**src/rtl/aimc_ui_initiator.sv**
```systemverilog
// aimc_ui_initiator: AIMC UI traffic initiator with read-data checking; optional AIMC_UI_INIT_ERR_INJ_EN adds err_inj
module aimc_ui_initiator #(
  parameter int ADDR_W      = 28,
  parameter int DATA_W      = 256,
  parameter int TAG_W       = 4,
  parameter int CNT_W       = 16,
  parameter int TIMEOUT_CYC = 4096
) (
  input  logic              clk_div,
  input  logic              rst_div,
`ifdef AIMC_UI_INIT_ERR_INJ_EN
  input  logic              err_inj,
`endif
  input  logic              start,
  input  logic [1:0]        mode,
  input  logic [CNT_W-1:0]  num_req,
  input  logic [ADDR_W-1:0] base_addr,
  input  logic [ADDR_W-1:0] stride,
  input  logic [31:0]       seed,
  output logic              ui_pkt_valid,
  output logic              ui_req_we,
  output logic [ADDR_W-1:0] ui_req_addr,
  output logic [DATA_W-1:0] ui_req_data,
  output logic [TAG_W-1:0]  ui_req_tag,
  input  logic              aimc_rdy,
  input  logic              aimc_pkt_valid,
  input  logic [TAG_W-1:0]  aimc_rsp_tag,
  input  logic [DATA_W-1:0] aimc_rsp_data,
  output logic              busy,
  output logic              done,
  output logic [CNT_W-1:0]  err_cnt,
  output logic              timeout,
  output logic [TAG_W:0]    outstanding
);
  localparam int LANES = DATA_W / 32;
  localparam int DEPTH = 2 ** TAG_W;
  localparam int TO_W  = $clog2(TIMEOUT_CYC + 1);

  typedef enum logic [2:0] {IDLE, WR, RD, DRAIN, DONE} state_t;

  state_t            state, state_nx;
  logic [1:0]        mode_q;
  logic [CNT_W-1:0]  num_q, cnt;
  logic [ADDR_W-1:0] stride_q, base_q, addr_q;
  logic [31:0]       seed_q;
  logic [TAG_W-1:0]  tag_q;
  logic [DEPTH-1:0]  tv;
  logic [ADDR_W-1:0] ta [DEPTH];
  logic [TO_W-1:0]   idle_cnt;
  logic              entered, started, inj_bit;
  logic              kick, acc, acc_rd, last, tag_hit, mismatch, err_ev, to_fire;

  function automatic logic [DATA_W-1:0] pat(input logic [ADDR_W-1:0] a, input logic [31:0] s);
    logic [DATA_W-1:0] r;
    r = '0;
    for (int i = 0; i < LANES; i++) r[i*32 +: 32] = 32'(a) ^ s ^ (32'(i) * 32'h9E3779B9);
    return r;
  endfunction

  // Valid is withheld on the first cycle of a phase; reads also wait for the next tag slot to be free.
  assign kick         = state == IDLE && start;
  assign ui_pkt_valid = !entered && (state == WR || (state == RD && !tv[tag_q]));
  assign ui_req_we    = state == WR;
  assign ui_req_addr  = addr_q;
  assign ui_req_data  = state == WR ? pat(addr_q, seed_q) ^ DATA_W'(inj_bit) : '0;
  assign ui_req_tag   = state == RD ? tag_q : '0;
  assign busy         = state != IDLE;
  assign done         = state == DONE;
  assign acc          = ui_pkt_valid && aimc_rdy;
  assign acc_rd       = acc && state == RD;
  assign last         = cnt == num_q - 1'b1;
  assign tag_hit      = aimc_pkt_valid && (state == RD || state == DRAIN || state == DONE) && tv[aimc_rsp_tag];
  assign mismatch     = aimc_rsp_data != pat(ta[aimc_rsp_tag], seed_q);
  assign err_ev       = aimc_pkt_valid && started && (!tag_hit || mismatch);
  assign to_fire      = state == DRAIN && !aimc_pkt_valid && idle_cnt == TO_W'(TIMEOUT_CYC - 1) && outstanding != '0;

  // Phase sequencing: write phase, read phase, drain, one-cycle done.
  always_comb begin
    state_nx = state;
    case (state)
      IDLE:    if (start) state_nx = num_req == '0 ? DONE : (mode == 2'd1 ? RD : WR);
      WR:      if (acc && last) state_nx = mode_q == 2'd2 ? RD : DONE;
      RD:      if (acc && last) state_nx = DRAIN;
      DRAIN:   if (outstanding == '0 || to_fire) state_nx = DONE;
      default: state_nx = IDLE;
    endcase
  end

  // State, latched run configuration, address/tag/request counters and drain idle timer.
  always_ff @(posedge clk_div or posedge rst_div) begin
    if (rst_div) begin
      state    <= IDLE;
      entered  <= 1'b0;
      started  <= 1'b0;
      mode_q   <= '0;
      num_q    <= '0;
      base_q   <= '0;
      stride_q <= '0;
      seed_q   <= '0;
      addr_q   <= '0;
      cnt      <= '0;
      tag_q    <= '0;
      idle_cnt <= '0;
    end else begin
      state    <= state_nx;
      entered  <= state_nx != state;
      idle_cnt <= (state == DRAIN && !aimc_pkt_valid) ? idle_cnt + 1'b1 : '0;
      if (kick) begin
        started  <= 1'b1;
        mode_q   <= mode;
        num_q    <= num_req;
        base_q   <= base_addr;
        stride_q <= stride;
        seed_q   <= seed;
        addr_q   <= base_addr;
        cnt      <= '0;
        tag_q    <= '0;
      end else if (state == WR && state_nx == RD) begin
        addr_q <= base_q;
        cnt    <= '0;
      end else if (acc) begin
        addr_q <= addr_q + stride_q;
        cnt    <= cnt + 1'b1;
        tag_q  <= acc_rd ? tag_q + 1'b1 : tag_q;
      end
    end
  end

  // Error counter (saturating) and sticky drain timeout, both cleared by an accepted start.
  always_ff @(posedge clk_div or posedge rst_div) begin
    if (rst_div) begin
      err_cnt <= '0;
      timeout <= 1'b0;
    end else if (kick) begin
      err_cnt <= '0;
      timeout <= 1'b0;
    end else begin
      err_cnt <= (err_ev && err_cnt != '1) ? err_cnt + 1'b1 : err_cnt;
      timeout <= timeout | to_fire;
    end
  end

  // Outstanding-read table: response clears its entry before an accept sets one.
  always_ff @(posedge clk_div or posedge rst_div) begin
    if (rst_div) begin
      tv          <= '0;
      outstanding <= '0;
    end else if (kick) begin
      tv          <= '0;
      outstanding <= '0;
    end else begin
      if (tag_hit) tv[aimc_rsp_tag] <= 1'b0;
      if (acc_rd) tv[tag_q] <= 1'b1;
      outstanding <= outstanding + {{TAG_W{1'b0}}, acc_rd} - {{TAG_W{1'b0}}, tag_hit};
    end
  end

  // Expected address per tag, captured when the read is accepted.
  always_ff @(posedge clk_div) begin
    if (acc_rd) ta[tag_q] <= addr_q;
  end

`ifdef AIMC_UI_INIT_ERR_INJ_EN
  logic inj_arm;
  // Injection arm: set by err_inj, consumed by the next accepted write.
  always_ff @(posedge clk_div or posedge rst_div) begin
    if (rst_div) inj_arm <= 1'b0;
    else if (acc && state == WR && inj_arm) inj_arm <= 1'b0;
    else if (err_inj) inj_arm <= 1'b1;
  end
  assign inj_bit = inj_arm;
`else
  assign inj_bit = 1'b0;
`endif
endmodule

```
**config.mk**
```make
export PLATFORM = sky130hd
export DESIGN_NAME = aimc_ui_initiator
export DESIGN_NICKNAME = d
export VERILOG_FILES = /design/src/rtl/aimc_ui_initiator.sv
export SDC_FILE = /design/constraint.sdc
export NUM_CORES = 1
export LEC_CHECK = 0
export ABC_AREA = 1
export BUFFER_PORTS_ARGS = -buffer_cell sky130_fd_sc_hd__buf_2
export CAP_MARGIN = 10
export CORE_MARGIN = 3
export CORE_UTILIZATION = 50
export CTS_CLUSTER_SIZE = 28
export DETAILED_ROUTE_END_ITERATION = 8
export PLACE_DENSITY_LB_ADDON = 0.05
export REMOVE_ABC_BUFFERS = 1
export SYNTH_ARGS = -nofsm -noshare
export SYNTH_HDL_FRONTEND = slang
export SYNTH_SLANG_ARGS = --single-unit
```
**constraint.sdc**
```tcl
create_clock -name clk_div -period 15.65 [get_ports clk_div]
set_clock_uncertainty 0.2 [all_clocks]
set_input_delay 0.7825 -clock clk_div [delete_from_list [all_inputs] [get_ports clk_div]]
set_output_delay 0.7825 -clock clk_div [all_outputs]
set_load 0.02 [all_outputs]
```
# == Yosys cells after proc, flatten, opt, wreduce, memory -nomap -nowiden ==
# Memories as Yosys holds them, arrays and structs flattened.
# Index checks and enable logic that the tools add are counted.
# word_totals
reg_bits,210
ramBits,448
in_bits,371
output_inout_bits,314
mem_count,1
# mem_list
memory,depth,width,rd,rd_ports_with_merged_regs,write_ports,line,text
ta,16,28,1,0,1,48,logic [ADDR_W-1:0] ta [DEPTH];
# op_classes
n_addsub,8
order_cmp,4
eq_ne,13
mux,39
n_bitwise,20
reduce_logical,36
# op_table
operator,count
256-bit two-way mux,1
256-bit != test,1
16-bit two-way mux,9
28-bit two-way mux,3
19-bit NOT,4
28-bit by 32-bit bitwise XOR with 32-bit output,2
20-bit NOT,2
18-bit NOT,2
17-bit NOT,2
"16-bit by 1-bit adder with 16-bit output, second input constant",2
28-bit adder,1
14-bit NOT,2
13-bit NOT,2
4-bit two-way mux,5
3-bit two-way mux,6
1-bit logical AND,17
16-bit AND,1
16-bit equality test,1
16-bit zero test,1
"16-bit != test, second input constant",1
16-bit NOT,1
16-bit OR,1
"16-bit by 1-bit subtractor with 16-bit output, second input constant",1
"13-bit by 1-bit adder with 13-bit output, second input constant",1
other kinds (29),51

# == Logic depth before layout (Yosys ltp) ==
# Gate-level depths: netlist of the first run.
# logic_depth
depth_word,14
ltp_mapped,27
mapped_depth_nobuf,24

# == Worst setup path after synthesis of the first run ==
# Ideal clock, no wire load.
# synth_timing
path_kind,flip-flop to flip-flop
from,register tag_q[0]
to,memory ta[15][0] (enable)
setup_time_ns,0.414
t_arrival_ns,3.595
required_ns,15.036
path_slack_ns,11.441
stages_incl_launch_ff,14
period_less_slack_ns,4.209
path_cell_list,dfrtp_1 > buf_2 > inv_1 > buf_2 > a21oi_1 > o21ai_1 > nand2_1 > a21oi_1 > nand4_1 > a21oi_1 > nand2_1 > nor2_1 > nand2_1 > nor2_1
# synth_between
elab_chain_cells,10
# synth_lines
item,line,text
from (decl),46,logic [TAG_W-1:0] tag_q;
from (signal assigned),124,tag_q <= acc_rd ? tag_q + 1'b1 : tag_q;
1-bit binary-select mux with 4-bit select,62,assign ui_pkt_valid = !entered && (state == WR || (state == RD && !tv[tag_q]));
1-bit two-way mux (implied by the code),62,
1-bit zero test,62,
1-bit logical AND,62,
1-bit logical OR,62,
1-bit logical AND,62,
via ui_pkt_valid,20,"output logic ui_pkt_valid,"
1-bit logical AND,69,assign acc = ui_pkt_valid && aimc_rdy;
1-bit logical AND,70,assign acc_rd = acc && state == RD;
1-bit two-way mux,160,if (acc_rd) ta[tag_q] <= addr_q;
1-bit two-way mux (implied by the code),160,
to (decl),48,
# The timed path passes the listed nets, and every way through them passes these cells. The select of a mux whose other input is x is not followed.

# == Worst setup path in the final report of the first run ==
# layout_timing
from,input aimc_rsp_tag[0]
to,register err_cnt[10]
# layout_between
elab_chain_cells,8
word_cells_on_any_way,18
cone_classes,1 x eq/ne; 2 x mux; 8 x bitwise; 6 x reduce/logical; 1 x memory
# layout_lines
item,line,text
from (decl),27,"input logic [TAG_W-1:0] aimc_rsp_tag,"
memory 16 x 28 bit / 1-bit binary-select mux with 4-bit select (equally long branches),--,
28-bit by 32-bit bitwise XOR with 32-bit output / 1-bit two-way mux (equally long branches),"56, 72",
"20-bit NOT (no source line), or another cell as far along",--,
256-bit != test / 1-bit zero test (equally long branches),"73, 74",
1-bit logical OR *,74,assign err_ev = aimc_pkt_valid && started && (!tag_hit || mismatch);
1-bit logical AND *,74,
1-bit logical AND *,138,err_cnt <= (err_ev && err_cnt != '1) ? err_cnt + 1'b1 : err_cnt;
2-bit nonzero test (no source line) *,--,
to (signal assigned),138,
to (decl),31,"output logic [CNT_W-1:0] err_cnt,"
# Mark *: on every way between the ends. The rest lies on a longest branch, timed or not. The select of a mux whose other input is x is not followed.
# A chain may end at the register's enable or synchronous reset.

==> results.yml, run 1 <==
run_status:
  status: "finished clean"
setup_path:
  worstPathRequired_ns: 15.99
  cp_top_family: "simple AND/OR/NAND/NOR gates"
  r2r_start: "tag_q[0]$_DFFE_PP0P_"
  r2r-end: "ta[11][0]$_DFFE_PP_"
  start_kind: "input pin"
  crit_path_top_delay_cell: "buf_4"
  reg2reg_depth: 12
  critPathMaxFanout: 109
  crit_top_cell: "nand2_1"
  crit_path_start: "aimc_rsp_tag[0]"
  critPathArrivalTime_ns: 6.14
  r2r_slack_ns: 10.92
  critPathKind: "in -> reg"
  max_stage_delay_ns: 0.66
  cp.depth: 26
  end_kind: "flop"
  path_buf_inv: 4
  critical_path.endpoint: "err_cnt[10]$_DFFE_PP0P_"
sta:
  final_hold_viol_count: 0
  period_share_pct: 37.1
  grt_setup_unrepaired: "false"
  setup_viol: 0
  final-max-slew-violation-count: 0
  layout_min_cycle_time_ns: 5.80
  tightest_slew_ns: 1.10
  clock.fmax_ghz: 0.172
  tns_ns: 0
  maxSlewHeadroom_pct: 26.5
  holdWs_ns: 0.0550
floorplanning:
  initial_utilization_pct: 50.9
  die_w_microns: 280
  coreArea_sq_um: 73600
  dieHeight_microns: 280
  die-area_sq_um: 78200
  rows: 99
  pin_count: 685
place:
  dp_hpwl_microns: 97700
  io_buffer_count: 684
  gp_congestion: 1.05
yosys:
  synth_warnings: 0
  synth_area_leaders: "edfxtp_1 36%, nand2_1 21%, dfrtp_1 14%, nor2_1 4.2%, buf_4 4.0%"
  synth_seq_cells: 658
  synth_edf_count: 448
  synth-seq-area-share_pct: 49.9
  synth_cells: 4772
  synth.top_cell.area_share_pct: 35.9
  synth_ff_type: "edfxtp_1"
  async_flop_share_pct: 31.9
  netlist-cell-type-count: 45
  yosysTopAreaCell: "edfxtp_1"
  syn_area_sq_um: 37500
  avgSynthCellArea_sq_um: 7.85
clock_network:
  cts_tree: "done"
  cts_setup_buffers: 0
  clk_latency_ns: 0.60
  clk_pin_slew_ns: 0.06
  cts_buffers: 72
  cts_max_level: 3
  clockBufferDepth: 3
  root_buffer: "clkbuf_16"
  hold_buffers: 0
  cts_resized: 0
  numClockSinks: 658
power:
  pwr-share-comb_pct: 26.3
  powerDensity_nw_per_um2: 125
  p_leak_nw: 21.7
  seqPwrFrac_pct: 42.5
  vdd_drop_max_v: 0.0000978
  clkPwrFrac_pct: 31.2
  internal_power_mw: 3.53
  swShare_pct: 34.1
  p_switching_mw: 1.82
global_routing:
  grt_start_max_net_pins: 152
  grt_pass1_wl_microns: 197000
  gr-total-overflow: 0
  antenna_found_initial: 14
  grt_pass1_vias: 30700
  globalRouteTotalUtil_pct: 33.8
drt:
  drc_errors: 0
  num_vias: 33400
  postRouteAntennaNets: 0
  drt_iter0_drc: 3081
  wl_per_cell_microns: 21.8
  via_per_inst: 5.33
  first_pass_iters: 6
  drt_wl_total_microns: 137000
job:
  max-cap-violations: 0
worst_hold_path:
  hold_path_class: "in -> async"
final_layout:
  syn_to_final_growth_pct: 14.0
  drive_above_1_share_pct: 17.6
  fin_nets: 5661
metrics by stage:
stage	util (%)	std cells	setup slack (ns)	instance area, sq um	power (mW)
global route	58.0	6266	9.50	42700	5.59
floorplan	-	4431	7.60	35200	3.10
global placement	54.9	6132	9.31	40400	3.68
detailed placement	54.9	6132	9.33	40400	3.70
finish	58.0	6267	9.85	42700	5.35
CTS	58.0	6262	9.95	42700	5.36
cell usage after synthesis (2+ instances only):
| cell | n |
|---|---|
| ha_1 | 41 |
| o21ai_0 | 143 |
| a21o_1 | 2 |
| buf_2 | 51 |
| nand2_1 | 2098 |
| o21bai_1 | 2 |
| or2_2 | 15 |
| clkinv_1 | 2 |
| inv_2 | 4 |
| xnor2_1 | 47 |
| o211ai_1 | 2 |
| buf_6 | 15 |
| nor3_1 | 24 |
| nor3b_1 | 2 |
| nor2_1 | 415 |
| nand3_1 | 246 |
| buf_4 | 201 |
| edfxtp_1 | 448 |
| nand2_2 | 23 |
| nand3b_1 | 55 |
| buf_1 | 18 |
| o21ai_1 | 14 |
| o21ai_4 | 6 |
| o22ai_1 | 4 |
| xor2_1 | 63 |
| a41oi_1 | 8 |
| o21a_1 | 3 |
| a21oi_1 | 90 |
| inv_1 | 360 |
| nor4_1 | 10 |
| dfrtp_1 | 210 |
| nand4_1 | 52 |
| fa_1 | 2 |
| o311ai_0 | 2 |
| o21ai_2 | 12 |
| a31oi_1 | 19 |
| clkbuf_1 | 55 |
logic make-up after synthesis:
kind of cell	share of synthesized area, %
and+or+nand+nor	31.7
adders and majority gates	1.48
DFF	49.9
buffers and inverters	9.60
AOI/OAI and AO/OA	4.71
xor gates and xnor gates	2.57
placed cells by master (no fill, tap or decap), types with 11 or more instances in the layout:
cell	count
nor2_1	396
nand3b_1	55
edfxtp_1	448
clkbuf_16	75
a21oi_1	90
nand4_1	52
nand2_2	24
ha_1	41
o21ai_2	12
clkinv_2	12
dfrtp_1	210
inv_1	359
o21ai_1	14
clkinv_1	14
nor2_2	20
nand2_1	2096
nand3_1	245
nor3_1	24
buf_4	58
a31oi_1	19
xnor2_1	47
clkbuf_1	11
o21ai_0	143
buf_2	682
or2_2	15
xor2_1	63
power groups by stage:
stage	Combinational, mW	Clock [mW]	Sequential, mW
2_1_floorplan	0.718	0	2.38
3_3_place_gp	1.38	0	2.30
3_5_place_dp	1.39	0	2.30
4_1_cts	1.40	1.69	2.27
5_1_grt	1.55	1.76	2.29
6_report	1.41	1.67	2.27
routing by layer:
metal / share of wire [%] / GRT usage [%] / vias to the layer above
li1: - / - / 16000
met1: 41 / 45.0 / 15600
met2: 47 / 55.1 / 1470
met3: 7.2 / 4.85 / 278
met4: 4.8 / 15.8 / 2
met5: 0.0080 / 0 / -
final cells by class:
cell class	instances	area, sq um
fill	6885	30900
sequential	658	18700
multi-input combinational	3407	15200
timing repair buffer	742	3880
clock buffer	93	2010
inverter	366	1400
tap	959	1200
clock inverter	37	278
antenna	5	12.5
flip-flops by register name, indices dropped and copies added, names as in the netlist, 3 cells and up:
signal / count
outstanding: 5
stride_q: 28
ta: 448
seed_q: 32
err_cnt: 16
idle_cnt: 13
ui_req_addr: 28
base_q: 28
tv: 16
num_q: 16
state: 3
cnt: 16
tag_q: 4
worst min path at each step:
stage | start | endpoint | slack (ns) | cells past startpoint
floorplan | idle_cnt[0]$_DFF_PP0_ | idle_cnt[0]$_DFF_PP0_ | 0.23 | 1
global placement | idle_cnt[0]$_DFF_PP0_ | idle_cnt[0]$_DFF_PP0_ | 0.25 | 1
detailed placement | base_q[21]$_DFFE_PP0P_ | base_q[21]$_DFFE_PP0P_ | 0.27 | 2
CTS | rst_div | started$_DFFE_PP0P_ | 0.11 | 2
global route | rst_div | started$_DFFE_PP0P_ | 0.13 | 2
finish | rst_div | started$_DFFE_PP0P_ | 0.06 | 2
No activity file was read; power rests on OpenSTA's default activity.
==> run 2, diff against run 1 <==
Clock period 15.65 ns to 5.6 ns, I/O delays scaled along.
==> run 2 against run 1 <==
  * Combinational power grew to 2.9 times the previous value
  * Utilization grew 2.1 points
  * Die area did not move
  * Cell count increased by 2.2%
  * Non-clock buffer count rose by 137
  * First-iteration DRC count rose by 12%
  * Largest cell class unchanged
  * Routed wire length increased by 0.98%
  * Clock-buffer cell count up 6
  * Final area up 3.6%
  * Hold slack improved by 0.066 ns
  * Critical path depth decreased by 6
==> results.yml, run 2 (synthesis results as in run 1) <==
drt:
  postRouteAntennaNets: 0
  drc_errors: 0
  dr_wl_met3_microns: 10500
  highest_layer: "met4"
  drt_iter0_drc: 3441
  met1Wirelength_microns: 56700
  num_vias: 33900
  first_pass_iters: 7
  drt_wl_total_microns: 138000
  met2_wirelength_microns: 64400
  via_per_inst: 5.29
  wl_per_cell_microns: 21.6
clock_network:
  cts_buffers: 72
  root_buffer: "clkbuf_16"
  cts_max_level: 3
  cts_tree: "done"
  cts_setup_buffers: 0
  numClockSinks: 658
  clk_latency_ns: 0.60
  clockBufferDepth: 3
  cts_resized: 0
  clk_pin_slew_ns: 0.06
  hold_buffers: 108
power:
  p_leak_nw: 22.4
  vdd_drop_max_v: 0.000259
  powerDensity_nw_per_um2: 343
final_layout:
  fin_nets: 5798
  reg.largest.list: "ta (448), seed_q (32)"
  syn_to_final_growth_pct: 18.1
  largest_reg_flops: 448
  num-fill-cells: 6661
  drive_above_1_share_pct: 17.7
  final_cell_mix: "2096 x nand2_1, 682 x buf_2, 448 x edfxtp_1"
  regMostFlops: "ta"
  final_common_cell: "nand2_1"
worst_hold_path:
  hold_path_class: "in -> async"
setup_path:
  critPathKind: "reg -> reg"
  critPathArrivalTime_ns: 4.51
  start_kind: "flop"
  end_kind: "flop"
  worstPathRequired_ns: 5.85
  critPathMaxFanout: 17
sta:
  clock.fmax_ghz: 0.235
  holdWs_ns: 0.121
  worst_slack_ns: 1.34
  final-max-slew-violation-count: 0
  period_share_pct: 76.0
  tns_ns: 0
  setup_viol: 0
  final_hold_viol_count: 0
  layout_min_cycle_time_ns: 4.26
  maxSlewHeadroom_pct: 23.3
  grt_setup_unrepaired: "false"
  tightest_slew_ns: 1.15
floorplanning:
  dieHeight_microns: 280
  initial_utilization_pct: 50.9
  rows: 99
  die-area_sq_um: 78200
  pin_count: 685
  die_w_microns: 280
  coreArea_sq_um: 73600
place:
  gp_congestion: 1.08
  dp_slack_ns: 1.16
  io_buffer_count: 684
  dp_hpwl_microns: 98300
run_status:
  status: "finished clean"
global_routing:
  grt_pass1_wl_microns: 202000
  grt_start_max_net_pins: 127
  gr-total-overflow: 0
  globalRouteTotalUtil_pct: 34.5
  grt_pass1_vias: 31600
  antenna_found_initial: 3
job:
  max-cap-violations: 0
run 2: cell types whose count changed in the layout (fill, tap and decap cells not counted), sizes merged:
cell,change
clkinvlp,-2
diode,+1
buf,+29
inv,-3
clkbuf,+6
bufinv,+2
clkinv,-4
dlygate4sd3,+108
run 2: path summary, 6_finish.rpt:
| check | slack (ns) | start | depth (start not counted) | endpoint |
|---|---|---|---|---|
| max | 1.34 | tag_q[0]$_DFFE_PP0P_ | 20 | outstanding[4]$_DFF_PP0_ |
| min | 0.12 | rst_div | 3 | idle_cnt[8]$_DFF_PP0_ |
| min reg2reg | 0.26 | idle_cnt[0]$_DFF_PP0_ | 1 | idle_cnt[0]$_DFF_PP0_ |
| max reg2reg | 1.34 | tag_q[0]$_DFFE_PP0P_ | 20 | outstanding[4]$_DFF_PP0_ |
| min in group clk_div | 0.17 | aimc_rdy | 5 | ui_req_addr[5]$_DFFE_PP0P_ |
| max in group asynchronous | 3.77 | rst_div | 4 | seed_q[18]$_DFFE_PP0P_ |
run 2: layout make-up:
cell class	count	area, sq um	area share (%)
flip-flops and latches	658	18700	42.3
clock inverters	30	297	0.670
diodes	6	15.0	0.0339
clock buffers	99	2090	4.72
repair buffers	879	5300	12.0
inverters	366	1390	3.15
multi-input cells	3407	15200	34.4
well taps	959	1200	2.71
run 2: worst max-delay path: stages (launching register included):
cell,delay (ns)
dfrtp_1,0.52
inv_1,0.37
a21oi_1,0.13
o21ai_1,0.10
nand2_1,0.07
a21oi_1,0.12
nand4_1,0.10
a21oi_1,0.17
nand2_1,0.09
buf_4,0.22
nor2_1,0.42
inv_1,0.17
ha_1,0.31
inv_1,0.04
ha_1,0.21
fa_1,0.41
nand2_1,0.09
a21oi_1,0.07
nor2_1,0.11
xor2_1,0.15
nor2_1,0.05
run 2: through the flow:
step	util [%]	std cells	cell area (sq um)	total power [mW]
after CTS	60.1	6398	44200	15.2
after detailed placement	55.4	6161	40700	10.4
after floorplan	-	4431	35200	8.65
after global placement	55.4	6161	40700	10.3
final	60.1	6404	44200	15.2
after global routing	60.1	6398	44200	15.9
run 2: power breakdown:
| group | internal, mW | total, mW | switching, mW |
|---|---|---|---|
| sequential | 6.04 | 6.36 | 0.320 |
| clock | 2.85 | 4.80 | 1.95 |
| combinational | 1.20 | 4.03 | 2.83 |
| total | 10.1 | 15.2 | 5.10 |
run 2: layer usage:
layer / GRT usage (%) / up-vias
li1: - / 16300
met1: 46.1 / 15800
met2: 56.3 / 1499
met3: 4.92 / 259
met4: 15.5 / 0
met5: 0 / -
